===== config.mk =====
export PLATFORM = sky130hd
export DESIGN_NAME = mul_unit_flat
export DESIGN_NICKNAME = d
export VERILOG_FILES = /design/src/rtl/mul_unit_if.sv /design/src/rtl/mul_unit.sv /design/src/flat_wrapper.sv
export SDC_FILE = /design/constraint.sdc
export NUM_CORES = 1
export LEC_CHECK = 0
export ABC_AREA = 1
export CAP_MARGIN = 20
export CORE_UTILIZATION = 40
export CTS_CLUSTER_SIZE = 8
export DETAILED_ROUTE_END_ITERATION = 16
export DONT_BUFFER_PORTS = 1
export GPL_ROUTABILITY_DRIVEN = 0
export HOLD_SLACK_MARGIN = 0.12
export SLEW_MARGIN = 20
export SYNTH_ARGS = -nofsm -noshare
export SYNTH_HDL_FRONTEND = slang
export SYNTH_SLANG_ARGS = --single-unit
export TNS_END_PERCENT = 10

===== constraint.sdc =====
create_clock -name clk -period 9.6 [get_ports clk]
set_clock_uncertainty 0.15 [all_clocks]
set_input_delay 0.48 -clock clk [delete_from_list [all_inputs] [get_ports clk]]
set_output_delay 0.48 -clock clk [all_outputs]
set_load 0.05 [all_outputs]

===== src/rtl/mul_unit_if.sv =====
// rtl/mul_unit_if.sv - request/response bundle between the decoder side and mul_unit
interface mul_unit_if #(
  parameter int WIDTH = 32
);
  logic             start;
  logic [3:0]       ALUControl;
  logic [WIDTH-1:0] SrcA;
  logic [WIDTH-1:0] SrcB;
  logic [WIDTH-1:0] SrcC;
  logic [WIDTH-1:0] Result;
  logic [1:0]       Flags;
  logic             done;
  logic             busy;
  logic             stall;

  modport master (
    output start, ALUControl, SrcA, SrcB, SrcC,
    input  Result, Flags, done, busy, stall
  );

  modport slave (
    input  start, ALUControl, SrcA, SrcB, SrcC,
    output Result, Flags, done, busy, stall
  );
endinterface


===== src/rtl/mul_unit.sv =====
// rtl/mul_unit.sv - iterative radix-2 shift-add MUL/MLA/MLS unit with N/Z flags
module mul_unit #(
  parameter int WIDTH = 32,
  parameter int CNT_W = 5
) (
  input  logic       clk,
  input  logic       reset,
  mul_unit_if.slave  bus
);
  localparam logic [3:0] OP_MUL = 4'b0110;
  localparam logic [3:0] OP_MLA = 4'b0111;
  localparam logic [3:0] OP_MLS = 4'b0101;

  typedef enum logic [1:0] {
    IDLE = 2'd0,
    CALC = 2'd1,
    ACC  = 2'd2,
    DONE = 2'd3
  } state_t;

  state_t           state;
  state_t           next_state;
  logic [WIDTH-1:0] mcand;
  logic [WIDTH-1:0] mplier;
  logic [WIDTH-1:0] prod;
  logic [WIDTH-1:0] addend;
  logic [WIDTH-1:0] acc_res;
  logic [WIDTH-1:0] result_q;
  logic [1:0]       flags_q;
  logic [3:0]       op;
  logic [CNT_W-1:0] cnt;
  logic             valid_op;
  logic             accept;
  logic             last_iter;

  assign valid_op  = (bus.ALUControl == OP_MUL) ||
                     (bus.ALUControl == OP_MLA) ||
                     (bus.ALUControl == OP_MLS);
  assign accept    = (state == IDLE) && bus.start && valid_op;
  assign last_iter = (cnt == CNT_W'(WIDTH - 1));

  always_ff @(posedge clk) begin
    if (reset) begin
      state <= IDLE;
    end else begin
      state <= next_state;
    end
  end

  always_comb begin
    next_state = state;
    case (state)
      IDLE:    if (accept) next_state = CALC;
      CALC:    if (last_iter) next_state = ACC;
      ACC:     next_state = DONE;
      DONE:    next_state = IDLE;
      default: next_state = IDLE;
    endcase
  end

  // All arithmetic wraps modulo 2^WIDTH, so signed and unsigned operands agree.
  always_comb begin
    acc_res = prod;
    case (op)
      OP_MLA:  acc_res = prod + addend;
      OP_MLS:  acc_res = addend - prod;
      default: acc_res = prod;
    endcase
  end

  always_ff @(posedge clk) begin
    if (reset) begin
      mcand    <= '0;
      mplier   <= '0;
      prod     <= '0;
      addend   <= '0;
      op       <= '0;
      cnt      <= '0;
      result_q <= '0;
      flags_q  <= 2'b00;
    end else begin
      case (state)
        IDLE: begin
          if (accept) begin
            mcand  <= bus.SrcA;
            mplier <= bus.SrcB;
            addend <= bus.SrcC;
            op     <= bus.ALUControl;
            prod   <= '0;
            cnt    <= '0;
          end
        end
        CALC: begin
          if (mplier[0]) begin
            prod <= prod + mcand;
          end
          mcand  <= mcand << 1;
          mplier <= mplier >> 1;
          cnt    <= cnt + CNT_W'(1);
        end
        ACC: begin
          result_q <= acc_res;
          flags_q  <= {acc_res[WIDTH-1], (acc_res == '0)};
        end
        default: begin
        end
      endcase
    end
  end

  assign bus.Result = result_q;
  assign bus.Flags  = flags_q;
  assign bus.done   = (state == DONE);
  assign bus.busy   = (state != IDLE);
  assign bus.stall  = accept || (state == CALC) || (state == ACC);
endmodule


===== src/flat_wrapper.sv =====
// flat-port wrapper written by rule: the top's interface ports become plain ports
module mul_unit_flat 
#(
  parameter int WIDTH = 32,
  parameter int CNT_W = 5
)
  (clk, reset, bus_start, bus_ALUControl, bus_SrcA, bus_SrcB, bus_SrcC, bus_Result, bus_Flags, bus_done, bus_busy, bus_stall);
  mul_unit_if #(.WIDTH(WIDTH)) bus_i ();
  input  logic clk;
  input  logic reset;
  input wire logic [$bits(bus_i.start)-1:0] bus_start;
  input wire logic [$bits(bus_i.ALUControl)-1:0] bus_ALUControl;
  input wire logic [$bits(bus_i.SrcA)-1:0] bus_SrcA;
  input wire logic [$bits(bus_i.SrcB)-1:0] bus_SrcB;
  input wire logic [$bits(bus_i.SrcC)-1:0] bus_SrcC;
  output wire logic [$bits(bus_i.Result)-1:0] bus_Result;
  output wire logic [$bits(bus_i.Flags)-1:0] bus_Flags;
  output wire logic [$bits(bus_i.done)-1:0] bus_done;
  output wire logic [$bits(bus_i.busy)-1:0] bus_busy;
  output wire logic [$bits(bus_i.stall)-1:0] bus_stall;
  assign bus_i.start = bus_start;
  assign bus_i.ALUControl = bus_ALUControl;
  assign bus_i.SrcA = bus_SrcA;
  assign bus_i.SrcB = bus_SrcB;
  assign bus_i.SrcC = bus_SrcC;
  assign bus_Result = bus_i.Result;
  assign bus_Flags = bus_i.Flags;
  assign bus_done = bus_i.done;
  assign bus_busy = bus_i.busy;
  assign bus_stall = bus_i.stall;
  mul_unit #(.WIDTH(WIDTH), .CNT_W(CNT_W)) u_core (.clk(clk), .reset(reset), .bus(bus_i));
endmodule

* Word-level counts from Yosys, hierarchy flattened
Cells that the tools add are included. W data, S select, Z words.
Operators by class: reductions and logical operators 14, equal/unequal tests 12, muxes and demuxes 13, $add $sub $neg 4
Operators by type and width (count):
- $pmux W32 S2 | 4
- $mux W32 | 4
- $add A32 B32 Y32 | 2
- $logic_not A32 Y1 | 1
- $sub A32 B32 Y32 | 1
- $eq A4 B3 Y1 const B | 5
- $pmux W5 S2 | 1
- $pmux W2 S4 | 1
- $ne A2 B1 Y1 const B | 3
- $reduce_and A2 Y1 | 3
- $add A5 B1 Y5 const B | 1
- $eq A5 B5 Y1 const B | 1
- $mux W5 | 1
- $eq A2 B2 Y1 const B | 2
- $logic_or A1 B1 Y1 | 4
- $mux W2 | 2
- $reduce_bool A2 Y1 | 2
- $reduce_and A3 Y1 | 1
- $eq A2 B1 Y1 const B | 1
- $logic_and A1 B1 Y1 | 2
- $logic_not A2 Y1 | 1
Storage, ports and cells: flip-flop bits (word level) 173, output and inout port bits 37, logic and storage cells 52, bits of input ports 103

* Depth between registers and ports, before layout
Gate-level depths: netlist (run 1).
word-level depth 6, mapped depth 29, mapped depth without buffers 29

* Worst setup path after synthesis (run 1)
No wires, ideal clock.
path type flip-flop to flip-flop, from register u_core.prod[1], to register u_core.flags_q[0], in the netlist u_core.bus.Flags[0], library setup time 0.066 ns, required time 9.384 ns, cell stages (with the launch flop) 26, path buffers 0, setup slack 6.194 ns, arrival 3.190 ns, clock period less this slack 3.406 ns, path through dfxtp_1 > inv_1 > ha_1 > nand3_2 > nor3_2 > nand3_2 > nor3_4 > nand3_2 > nor2_2 > nor2_1 > nor2_1 > nand2_1 > xor2_1 > ha_1 > a21o_1 > a21oi_1 > nand2_1 > a21oi_1 > nand3_1 > nand3_1 > nand2_1 > nor2_2 > nand3_1 > nor2_1 > nand2_1 > a21oi_2
On the way: longest elaborated chain between the ends 3, elaborated cells on any way between the ends 4, classes of those cells 2 x add/sub; 1 x mux; 1 x reduce/logical
Ends and longest elaborated chain:
- from (decl) | RTL line mul_unit.sv:25 | logic [WIDTH-1:0] prod;
- from (signal assigned) | RTL line mul_unit.sv:95 | prod <= prod + mcand;
- $sub A32 B32 Y32 / $add A32 B32 Y32 (equally long branches) | RTL line mul_unit.sv:66, mul_unit.sv:65
- $pmux W32 S2 * | RTL line mul_unit.sv:64 | case (op)
- $logic_not A32 Y1 * | RTL line mul_unit.sv:103 | flags_q <= {acc_res[WIDTH-1], (acc_res == '0)};
- to (signal assigned) | RTL line mul_unit.sv:103
- to (decl) | RTL line mul_unit.sv:29 | logic [1:0] flags_q;
Every way passes the cells marked *; elsewhere a longest branch is shown, timed or not. A chain may end at the register's enable or synchronous reset.

* Worst setup path after layout (run 1)
Same ends and word-level chain as after synthesis.

==> impl_metrics.env, run 1 <==
export IMPL_hold_viol_final=0
export IMPL_setup_viol_count_final=0
export IMPL_cts_tree="built"
export IMPL_drt_pre_antenna_iters=6
export IMPL_initial_core_util_pct=40.7
export IMPL_fin_ws_ns=5.35
export IMPL_ant_nets=0
export IMPL_rsz0062_at_grt="false"
export IMPL_ys_ff_latch=172
export IMPL_ios=140
export IMPL_tightest_slew_ns=1.01
export IMPL_synth_cell_types=54
export IMPL_ys_flop_type="dfxtp_1"
export IMPL_grt_max_degree=112
export IMPL_cts_sinks=172
export IMPL_synth_yosys_seq_area_share_pct=28.5
export IMPL_first_global_vias=11600
export IMPL_status="complete, no violations"
export IMPL_routed_wl_um=36500
export IMPL_nets=2159
export IMPL_synth_edf_count=0
export IMPL_path_class="reg2reg"
export IMPL_clockBufferDepth=2
export IMPL_yosys_warnings=0
export IMPL_finalCoreUtilization_pct=46.8
export IMPL_crit_arrival_ns=4.49
export IMPL_overflow=0
export IMPL_yosys_top_cells_area="dfxtp_1 (28%), nand2_1 (19%), ha_1 (7.2%)"
export IMPL_crit_fanout=6
export IMPL_cts_root_buf="clkbuf_16"
export IMPL_htree_levels=4
export IMPL_syn_area_per_cell_sq_um=6.26
export IMPL_leakage_nw=6.68
export IMPL_routedWlPerCell_um=15.3
export IMPL_fillCellCount=3096
export IMPL_multi_input_area_sq_um=7450
export IMPL_post_cts_repair_setup_buffers=0
export IMPL_drc=0
export IMPL_drive_above_1_share_pct=6.11
export IMPL_seqCellArea_sq_um=3440
export IMPL_max_cap_violations=0
export IMPL_crit_path_start_kind="flop"
export IMPL_dieHeight_um=176
export IMPL_min_path_type="in2reg"
export IMPL_power_per_cell_area_nw_per_um2=251
export IMPL_dp_hpwl_um=27800
export IMPL_hold_ws_ns=0.283
export IMPL_insertedDiodeCount=0
export IMPL_grt_pass1_wl_um=59300
export IMPL_num_vias=12400
export IMPL_io_buffers=0
export IMPL_slew_headroom_pct=32.6
export IMPL_via_per_inst=5.21
export IMPL_ys_async_sr_fraction_pct=0
export IMPL_num_rows=63
export IMPL_finalInstanceArea_sq_um=13900
export IMPL_clk_insertion_delay_late_ns=0.45
export IMPL_synth_top_area_share_pct=28.5
export IMPL_track_usage_pct=24.2
export IMPL_drtIter0Drc=965
export IMPL_die_area_sq_um=30900
export IMPL_finalCriticalPeriod_ns=4.25
export IMPL_syn_inst=1931
export IMPL_placed_cell_area_sq_um=12300
export IMPL_synth_nets=2106
export IMPL_cp_required_ns=9.84
export IMPL_peakVddDrop_uv=133
export IMPL_dpl_worst_slack_ns=5.39
export IMPL_area_growth_syn_to_layout_pct=15.1
export IMPL_tns_ns=0
export IMPL_post_route_period_util_pct=44.3
export IMPL_slew_viol_final=0
export IMPL_synth_top_cell_by_area="dfxtp_1"
export IMPL_syn_area_sq_um=12100
export IMPL_core_area_sq_um=29700
export IMPL_fmax_ghz=0.235
export IMPL_die_x_um=176
export IMPL_cts_buffers=17
export IMPL_end_kind="flop"
export IMPL_antenna_found_initial=0
export IMPL_clkTransAtPathRegs_ns=0.08
metrics by stage:
step | power, mW | instances
3_3_place_gp | 2.74 | 2256
6_report | 3.49 | 2387
5_1_grt | 3.78 | 2387
3_5_place_dp | 2.76 | 2256
4_1_cts | 3.50 | 2387
2_1_floorplan | 2.38 | 1931
cells in the final DEF, fill, tap and decap left out, drive strengths merged, types with 67 or more instances in the layout:
cell         synthesis  layout
dfxtp              172     172
nor2               174     174
inv                229     236
a21oi              155     155
ha                  70      70
o21ai              142     142
dlygate4sd3          0      98
nand2              622     622
a31oi               67      67
nand3               89      89
state kept, by name, indices dropped and copies added (netlist names):
register           cells
u_core.addend         32
u_core.bus.Flags       1
u_core.bus.Result     32
u_core.cnt             5
u_core.mcand          32
u_core.mplier         32
u_core.op              4
u_core.prod           32
u_core.state           2
synth_stat cells, types with 12 or more instances:
library cell  count
nor2_2           12
xor2_1           23
inv_1           219
o211ai_1         14
a31oi_1          67
a21oi_1         151
nor3_1           14
nand3_1          82
nand2_2          19
o21ai_0         134
dfxtp_1         172
clkbuf_1         53
nor2_1          159
ha_1             70
nand2_1         603
routing by layer:
| metal | GRT usage [%] | wire length [um] | part of all wire, % |
|---|---|---|---|
| met5 | 0 | 0 | 0 |
| met1 | 32.2 | 17000 | 46 |
| met4 | 8.48 | 919 | 2.5 |
| met2 | 39.7 | 16800 | 46 |
| met3 | 3.33 | 1870 | 5.1 |
final cells by class:
type	count	area share [%]
Inverter	231	6.23
Tap cell	390	3.51
Multi-Input combinational cell	1453	53.5
Sequential cell	172	24.7
Clock inverter	14	1.06
Clock buffer	18	3.16
Timing Repair Buffer	109	7.79
worst max-delay path, cell delays in order, from the launching register on:
cell and delay [ns]:
dfxtp_1 0.39, inv_1 0.11, ha_1 0.18, nand3_2 0.10, nor3_2 0.17, nand3_2 0.13, nor3_4 0.18, nand3_2 0.11
nor2_2 0.13, nor2_1 0.07, nor2_1 0.25, nand2_1 0.10, xor2_1 0.31, ha_1 0.36, nand2_1 0.13, inv_1 0.05
a21oi_1 0.21, nand2_1 0.08, a21oi_1 0.16, nand3_1 0.09, nand3_1 0.14, nand2_1 0.11, nor2_2 0.13, nand3_1 0.08
nor2_1 0.09, nand2_1 0.07, a21oi_2 0.10
logic make-up (layout without fill, tap and decap cells):
kind of cell    count (synthesis)  count (layout)  synth area share [%]
compound gates                411             411                  19.0
simple gates                  938             938                  32.6
flops                         172             172                  28.5
fa+ha+maj                      72              72                  7.58
xor+xnor                       32              32                  2.32
buf+inv                       306             372                  10.1
where the power goes:
group / switching, mW / internal [mW] / total [mW]
logic: 1.15 / 0.539 / 1.69
clock network: 0.340 / 0.354 / 0.694
registers: 0.257 / 0.851 / 1.11
final timing paths:
kind	start	endpoint	slack, ns	cells past startpoint
worst max-delay path	u_core.prod[1]$_SDFFE_PP0P_	u_core.bus.Flags[0]$_SDFFE_PP0P_	5.35	26
worst min-delay path	reset	u_core.op[1]$_SDFFE_PP0P_	0.28	2
worst max register to register	u_core.prod[1]$_SDFFE_PP0P_	u_core.bus.Flags[0]$_SDFFE_PP0P_	5.35	26
worst min register to register	u_core.mplier[1]$_SDFFE_PP0P_	u_core.mplier[0]$_SDFFE_PP0P_	0.31	2
repair_timing:
item | 4_1_cts | 5_1_grt
endpoints found under the hold margin | 151 | 0
hold buffers | 99 | 0
gates resized for setup | 0 | 0
No activity file was read; power rests on OpenSTA's default activity.
==> run 2: changes to the inputs <==
ABC_AREA = 0   (was 1)
clock period = 3.5 ns   (was 9.6 ns; I/O delays follow)
==> impl_metrics.env, run 2 <==
export IMPL_fillCellCount=2502
export IMPL_status="finished, violations left"
export IMPL_fmax_ghz=0.250
export IMPL_syn_area_per_cell_sq_um=7.95
export IMPL_drc=0
export IMPL_drtIter0Drc=644
export IMPL_worst_r2r_endpoint="u_core.bus.Flags[0]$_SDFFE_PP0P_"
export IMPL_dieHeight_um=170
export IMPL_clk_insertion_delay_late_ns=0.44
export IMPL_syn_area_sq_um=11200
export IMPL_io_buffers=0
export IMPL_rsz0062_at_grt="true"
export IMPL_power_per_cell_area_nw_per_um2=513
export IMPL_p_switching_mw=3.02
export IMPL_tightest_slew_ns=0.969
export IMPL_violations="negative setup slack"
export IMPL_cts_sinks=172
export IMPL_syn_inst=1414
export IMPL_post_route_period_util_pct=114
export IMPL_insertedDiodeCount=0
export IMPL_mostFrequentLayoutCells="buf_4 (196), dfxtp_1 (169), nand2_1 (164)"
export IMPL_ant_nets=0
export IMPL_clkTransAtPathRegs_ns=0.08
export IMPL_min_path_type="in2reg"
export IMPL_core_area_sq_um=27300
export IMPL_crit_arrival_ns=4.22
export IMPL_path_class="reg2reg"
export IMPL_grt_pass1_wl_um=55100
export IMPL_layout_commonest_cell="buf_4"
export IMPL_finalCoreUtilization_pct=56.1
export IMPL_cts_tree="built"
export IMPL_htree_levels=4
export IMPL_max_cap_violations=0
export IMPL_initial_core_util_pct=41.2
export IMPL_num_vias=11300
export IMPL_cp_required_ns=3.72
export IMPL_leakage_nw=6.35
export IMPL_nets=1845
export IMPL_ys_ff_latch=172
export IMPL_cts_buffers=17
export IMPL_drive_above_1_share_pct=19.8
export IMPL_ios=140
export IMPL_fin_ws_ns=-0.500
export IMPL_slew_viol_final=0
export IMPL_synth_edf_count=0
export IMPL_hold_depth=4
export IMPL_ys_flop_type="dfxtp_1"
export IMPL_antenna_found_initial=0
export IMPL_ys_async_sr_fraction_pct=0
export IMPL_first_global_vias=10900
export IMPL_peakVddDrop_uv=297
export IMPL_hold_viol_final=0
export IMPL_switching_share_pct=38.6
export IMPL_dpl_worst_slack_ns=-0.587
export IMPL_grt_max_degree=100
export IMPL_dp_hpwl_um=24200
export IMPL_routedWlPerCell_um=16.7
export IMPL_synth_nets=1589
export IMPL_p_comb_share_pct=41.4
export IMPL_area_growth_syn_to_layout_pct=36.0
export IMPL_worst_r2r_path_depth=17
export IMPL_synth_cell_types=81
export IMPL_crit_path_start_kind="flop"
export IMPL_drt_pre_antenna_iters=5
export IMPL_synth_common_cells="dfxtp_1 (172), nand2_1 (167), nor2_1 (155)"
export IMPL_yosys_warnings=0
export IMPL_cts_root_buf="clkbuf_16"
export IMPL_power_frac_seq_pct=33.1
export IMPL_num_rows=60
export IMPL_finalCriticalPeriod_ns=4.00
export IMPL_hold_end="u_core.addend[3]$_SDFFE_PP0P_"
export IMPL_routed_wl_um=34400
export IMPL_synth_most_common_cell="dfxtp_1"
export IMPL_setup_viol_count_final=15
export IMPL_r2r_slack_ns=-0.50
export IMPL_track_usage_pct=23.8
export IMPL_pwr_share_clk_pct=25.6
export IMPL_crit_fanout=4
export IMPL_hold_start="bus_ALUControl[0]"
export IMPL_intPower_mw=4.82
export IMPL_slew_headroom_pct=35.4
export IMPL_end_kind="flop"
export IMPL_overflow=0
export IMPL_die_x_um=170
export IMPL_r2r_start="u_core.prod[2]$_SDFFE_PP0P_"
export IMPL_via_per_inst=5.51
export IMPL_yosys_top_cells_area="dfxtp_1 (31%), ha_1 (7.8%), mux2i_1 (6.2%)"
export IMPL_synth_top_cell_by_area="dfxtp_1"
export IMPL_synth_top_area_share_pct=30.6
export IMPL_clockBufferDepth=2
export IMPL_die_area_sq_um=28800
export IMPL_synth_yosys_seq_area_share_pct=30.6
==> run 2: cell types whose count changed after synthesis, sizes merged, moves of 19 or more <==
cell,previous run,this run
inv,229,24
nand3,89,46
xnor2,9,33
a31oi,67,12
mux2i,0,70
a211oi,4,88
nand2,622,167
nor2,174,155
clkbuf,56,78
o21ai,142,52
==> run 2: logic make-up after synthesis <==
logic type               Yosys count  share of synthesized area (%)
AO/OA/AOI/OAI                    417                           25.2
XOR/XNOR                          66                           5.21
adder cells (fa/ha/maj)           72                           8.15
buffers and inverters            117                           4.09
flip-flops                       172                           30.6
multiplexers                      72                           6.44
AND/OR/NAND/NOR                  498                           20.3
==> run 2: layout make-up <==
type / instances / area, sq um / area share [%]
clock buffers: 17 / 425 / 2.78
repair buffers: 330 / 2860 / 18.7
well taps: 372 / 465 / 3.04
multi-input cells: 1125 / 7800 / 51.0
inverters: 24 / 90.1 / 0.589
clock inverters: 15 / 196 / 1.29
flip-flops and latches: 172 / 3450 / 22.6
==> run 2: how the worst max path moves through the flow <==
stage	startpoint	endpoint	slack [ns]	cells past startpoint
2_1_floorplan	u_core.op[3]$_SDFFE_PP0P_	u_core.bus.Flags[0]$_SDFFE_PP0P_	-0.20	19
3_3_place_gp	u_core.prod[5]$_SDFFE_PP0P_	u_core.bus.Flags[0]$_SDFFE_PP0P_	-0.52	17
3_5_place_dp	u_core.prod[5]$_SDFFE_PP0P_	u_core.bus.Flags[0]$_SDFFE_PP0P_	-0.59	16
4_1_cts	u_core.prod[5]$_SDFFE_PP0P_	u_core.bus.Flags[0]$_SDFFE_PP0P_	-0.47	16
5_1_grt	u_core.prod[2]$_SDFFE_PP0P_	u_core.bus.Flags[0]$_SDFFE_PP0P_	-0.70	17
6_report	u_core.prod[2]$_SDFFE_PP0P_	u_core.bus.Flags[0]$_SDFFE_PP0P_	-0.50	17
==> run 2: repair_timing <==
item	in CTS	in global routing
setup buffers	0	8
pin swaps	3	42
hold buffers	129	0
endpoints found under the hold margin	172	0
gates resized for setup	13	69
setup endpoints to repair	16	30
==> run 2: metal layers <==
layer  track usage (%)  wire, um  up-vias
li1                  -         -     5693
met1              31.7     16200     5304
met2              38.7     15700      304
met3              6.25      2220       20
met4              4.19       284        0
met5                 0         0        -
==> run 2: metrics by stage <==
step | setup TNS, ns | hold slack (ns) | instances | power, mW | area, sq um
6_report | -3.23 | 0.128 | 2055 | 7.84 | 15300
5_1_grt | -6.77 | 0.165 | 2055 | 8.29 | 15300
4_1_cts | -2.49 | 0.120 | 2047 | 7.72 | 14900
3_5_place_dp | -3.24 | 0.111 | 1886 | 5.38 | 12900
3_3_place_gp | -2.39 | 0.111 | 1886 | 5.32 | 12900
2_1_floorplan | -0.357 | 0.161 | 1414 | 4.62 | 11400
==> run 2: power groups by stage <==
stage	Clock, mW	Combinational (mW)	Sequential, mW
after detailed placement	0	2.74	2.64
after global placement	0	2.69	2.63
after CTS	2.05	3.08	2.59
final	2.01	3.24	2.59
after floorplan	0	2.05	2.57
after global routing	2.13	3.54	2.62
==> run 2: worst max-delay path: stages, from the launching register on <==
cell	delay [ns]
dfxtp_2	0.34
nor4_4	0.30
nand2_2	0.11
o21ai_2	0.19
xor2_2	0.22
ha_4	0.26
buf_4	0.15
o211ai_1	0.14
buf_4	0.17
nand2_1	0.06
a311o_1	0.38
a31oi_4	0.19
nand4_1	0.17
nor4_2	0.31
nand4_1	0.24
a2111oi_4	0.34
nand4_1	0.13
o21ai_1	0.08
==> run 3: changes to the inputs <==
CORE_MARGIN = 2   (was default)
TNS_END_PERCENT = default   (was 10)
==> impl_metrics.env, run 3 (synthesis gave the netlist of run 2 again) <==
export IMPL_max_cap_violations=0
export IMPL_track_usage_pct=23.5
export IMPL_drtIter0Drc=716
export IMPL_dp_hpwl_um=23900
export IMPL_dieHeight_um=172
export IMPL_p_total_mw=7.88
export IMPL_hold_viol_final=0
export IMPL_status="finished, violations left"
export IMPL_end_kind="flop"
export IMPL_overflow=0
export IMPL_dp_cells=1874
export IMPL_grt_pass1_wl_um=55800
export IMPL_crit_path_start_kind="flop"
export IMPL_layout_commonest_cell="buf_4"
export IMPL_hold_depth=2
export IMPL_mostFrequentLayoutCells="buf_4 (183), dfxtp_1 (169), nand2_1 (161)"
export IMPL_hold_end="u_core.mplier[28]$_SDFFE_PP0P_"
export IMPL_path_class="reg2reg"
export IMPL_fillCellCount=2524
export IMPL_min_path_type="in2reg"
export IMPL_cts_root_buf="clkbuf_16"
export IMPL_cts_buffers=17
export IMPL_first_global_vias=10900
export IMPL_routed_wl_um=34900
export IMPL_worst_r2r_endpoint="u_core.bus.Flags[0]$_SDFFE_PP0P_"
export IMPL_crit_arrival_ns=4.23
export IMPL_clkTransAtPathRegs_ns=0.08
export IMPL_r2r_start="u_core.prod[2]$_SDFFE_PP0P_"
export IMPL_tightest_slew_ns=1.06
export IMPL_power_per_cell_area_nw_per_um2=512
export IMPL_placed_cell_area_sq_um=12800
export IMPL_nets=1828
export IMPL_setup_viol_count_final=12
export IMPL_htree_levels=4
export IMPL_insertedDiodeCount=0
export IMPL_dpl_worst_slack_ns=-0.596
export IMPL_initial_core_util_pct=40.6
export IMPL_hold_start="reset"
export IMPL_ant_nets=0
export IMPL_worst_r2r_path_depth=17
export IMPL_finalCoreUtilization_pct=55.6
export IMPL_leakage_nw=6.33
export IMPL_instances_no_fill=2044
export IMPL_via_per_inst=5.59
export IMPL_clockBufferDepth=2
export IMPL_grt_max_degree=127
export IMPL_post_route_period_util_pct=114
export IMPL_area_growth_syn_to_layout_pct=37.0
export IMPL_peakVddDrop_uv=321
export IMPL_cts_tree="built"
export IMPL_cp_required_ns=3.74
export IMPL_fmax_ghz=0.251
export IMPL_slew_viol_final=0
export IMPL_drive_above_1_share_pct=21.7
export IMPL_finalCriticalPeriod_ns=3.99
export IMPL_cts_sinks=172
export IMPL_crit_fanout=5
export IMPL_finalInstanceArea_sq_um=15400
export IMPL_drt_pre_antenna_iters=5
export IMPL_fin_ws_ns=-0.489
export IMPL_num_vias=11400
export IMPL_violations="negative setup slack"
export IMPL_die_x_um=172
export IMPL_slew_headroom_pct=29.3
export IMPL_core_area_sq_um=27700
export IMPL_num_rows=61
export IMPL_die_area_sq_um=29400
export IMPL_antenna_found_initial=0
export IMPL_routedWlPerCell_um=17.1
export IMPL_clk_insertion_delay_late_ns=0.46
export IMPL_r2r_slack_ns=-0.49
export IMPL_rsz0062_at_grt="true"
export IMPL_io_buffers=0
export IMPL_ios=140
export IMPL_drc=0
## run 3: cell types whose count changed in the layout (fill, tap and decap cells not counted), sizes merged
| cell | before | now |
|---|---|---|
| buf | 202 | 193 |
| bufinv | 1 | 0 |
| clkbuf | 17 | 18 |
| clkinv | 7 | 5 |
| clkinvlp | 1 | 0 |
| dlygate4sd3 | 128 | 120 |
| inv | 30 | 33 |
## run 3: power breakdown
group	switching [mW]	total [mW]	internal, mW
logic	1.73	3.31	1.59
registers	0.376	2.59	2.22
clock network	0.987	1.97	0.986
total	3.09	7.88	4.79
## run 3: what timing repair did
action / CTS / global route
hold endpoints to repair: 172 / 1
setup endpoints to repair: 14 / 29
pin swaps: 45 / 60
buffers inserted: 8 / 10
gates resized for setup: 51 / 85
hold buffers: 121 / 1
cloned: 0 / 0
## run 3: worst max path at each step
stage / startpoint / endpoint / slack [ns] / cells after the start
final: u_core.prod[2]$_SDFFE_PP0P_ / u_core.bus.Flags[0]$_SDFFE_PP0P_ / -0.49 / 17
after CTS: u_core.prod[2]$_SDFFE_PP0P_ / u_core.bus.Flags[0]$_SDFFE_PP0P_ / -0.47 / 15
after global placement: u_core.prod[5]$_SDFFE_PP0P_ / u_core.bus.Flags[0]$_SDFFE_PP0P_ / -0.59 / 17
after detailed placement: u_core.prod[5]$_SDFFE_PP0P_ / u_core.bus.Flags[0]$_SDFFE_PP0P_ / -0.60 / 17
after global routing: u_core.prod[1]$_SDFFE_PP0P_ / u_core.bus.Flags[0]$_SDFFE_PP0P_ / -0.69 / 16
after floorplan: u_core.op[3]$_SDFFE_PP0P_ / u_core.bus.Flags[0]$_SDFFE_PP0P_ / -0.20 / 19
## run 3: routing by layer
| layer | wire, um | part of all wire (%) | track usage, % | up-vias |
|---|---|---|---|---|
| met4 | 610 | 1.7 | 6.45 | 0 |
| met1 | 16400 | 47 | 32.0 | 5407 |
| met5 | 0 | 0 | 0 | - |
| li1 | - | - | - | 5660 |
| met3 | 2450 | 7.0 | 5.36 | 38 |
| met2 | 15500 | 44 | 37.3 | 319 |
## run 3: final cells by class
cell class | count | area [sq um] | share of cell area [%]
Tap cell | 378 | 473 | 3.07
Clock buffer | 18 | 439 | 2.85
Timing Repair Buffer | 313 | 2710 | 17.6
Inverter | 24 | 90.1 | 0.585
Sequential cell | 172 | 3450 | 22.4
Multi-Input combinational cell | 1125 | 8070 | 52.4
Clock inverter | 14 | 165 | 1.07
## run 3: worst max-delay path, cell delays in order, from the launching register on
cell,delay [ns]
dfxtp_2,0.34
nor4_4,0.32
nand2_1,0.14
o21ai_2,0.18
xor2_1,0.22
ha_1,0.33
buf_6,0.16
o211ai_1,0.14
buf_4,0.18
nand2_1,0.07
a311o_1,0.30
a31oi_2,0.22
nand4_1,0.19
nor4_2,0.26
nand4_1,0.26
a2111oi_4,0.26
nand4_1,0.13
o21ai_1,0.08
## run 3: metrics by stage
| step | hold WS (ns) | TNS, ns |
|---|---|---|
| finish | 0.182 | -2.84 |
| global route | 0.186 | -5.48 |
| CTS | 0.174 | -1.69 |
| detailed placement | 0.112 | -3.15 |
| global placement | 0.110 | -2.38 |
| floorplan | 0.161 | -0.327 |
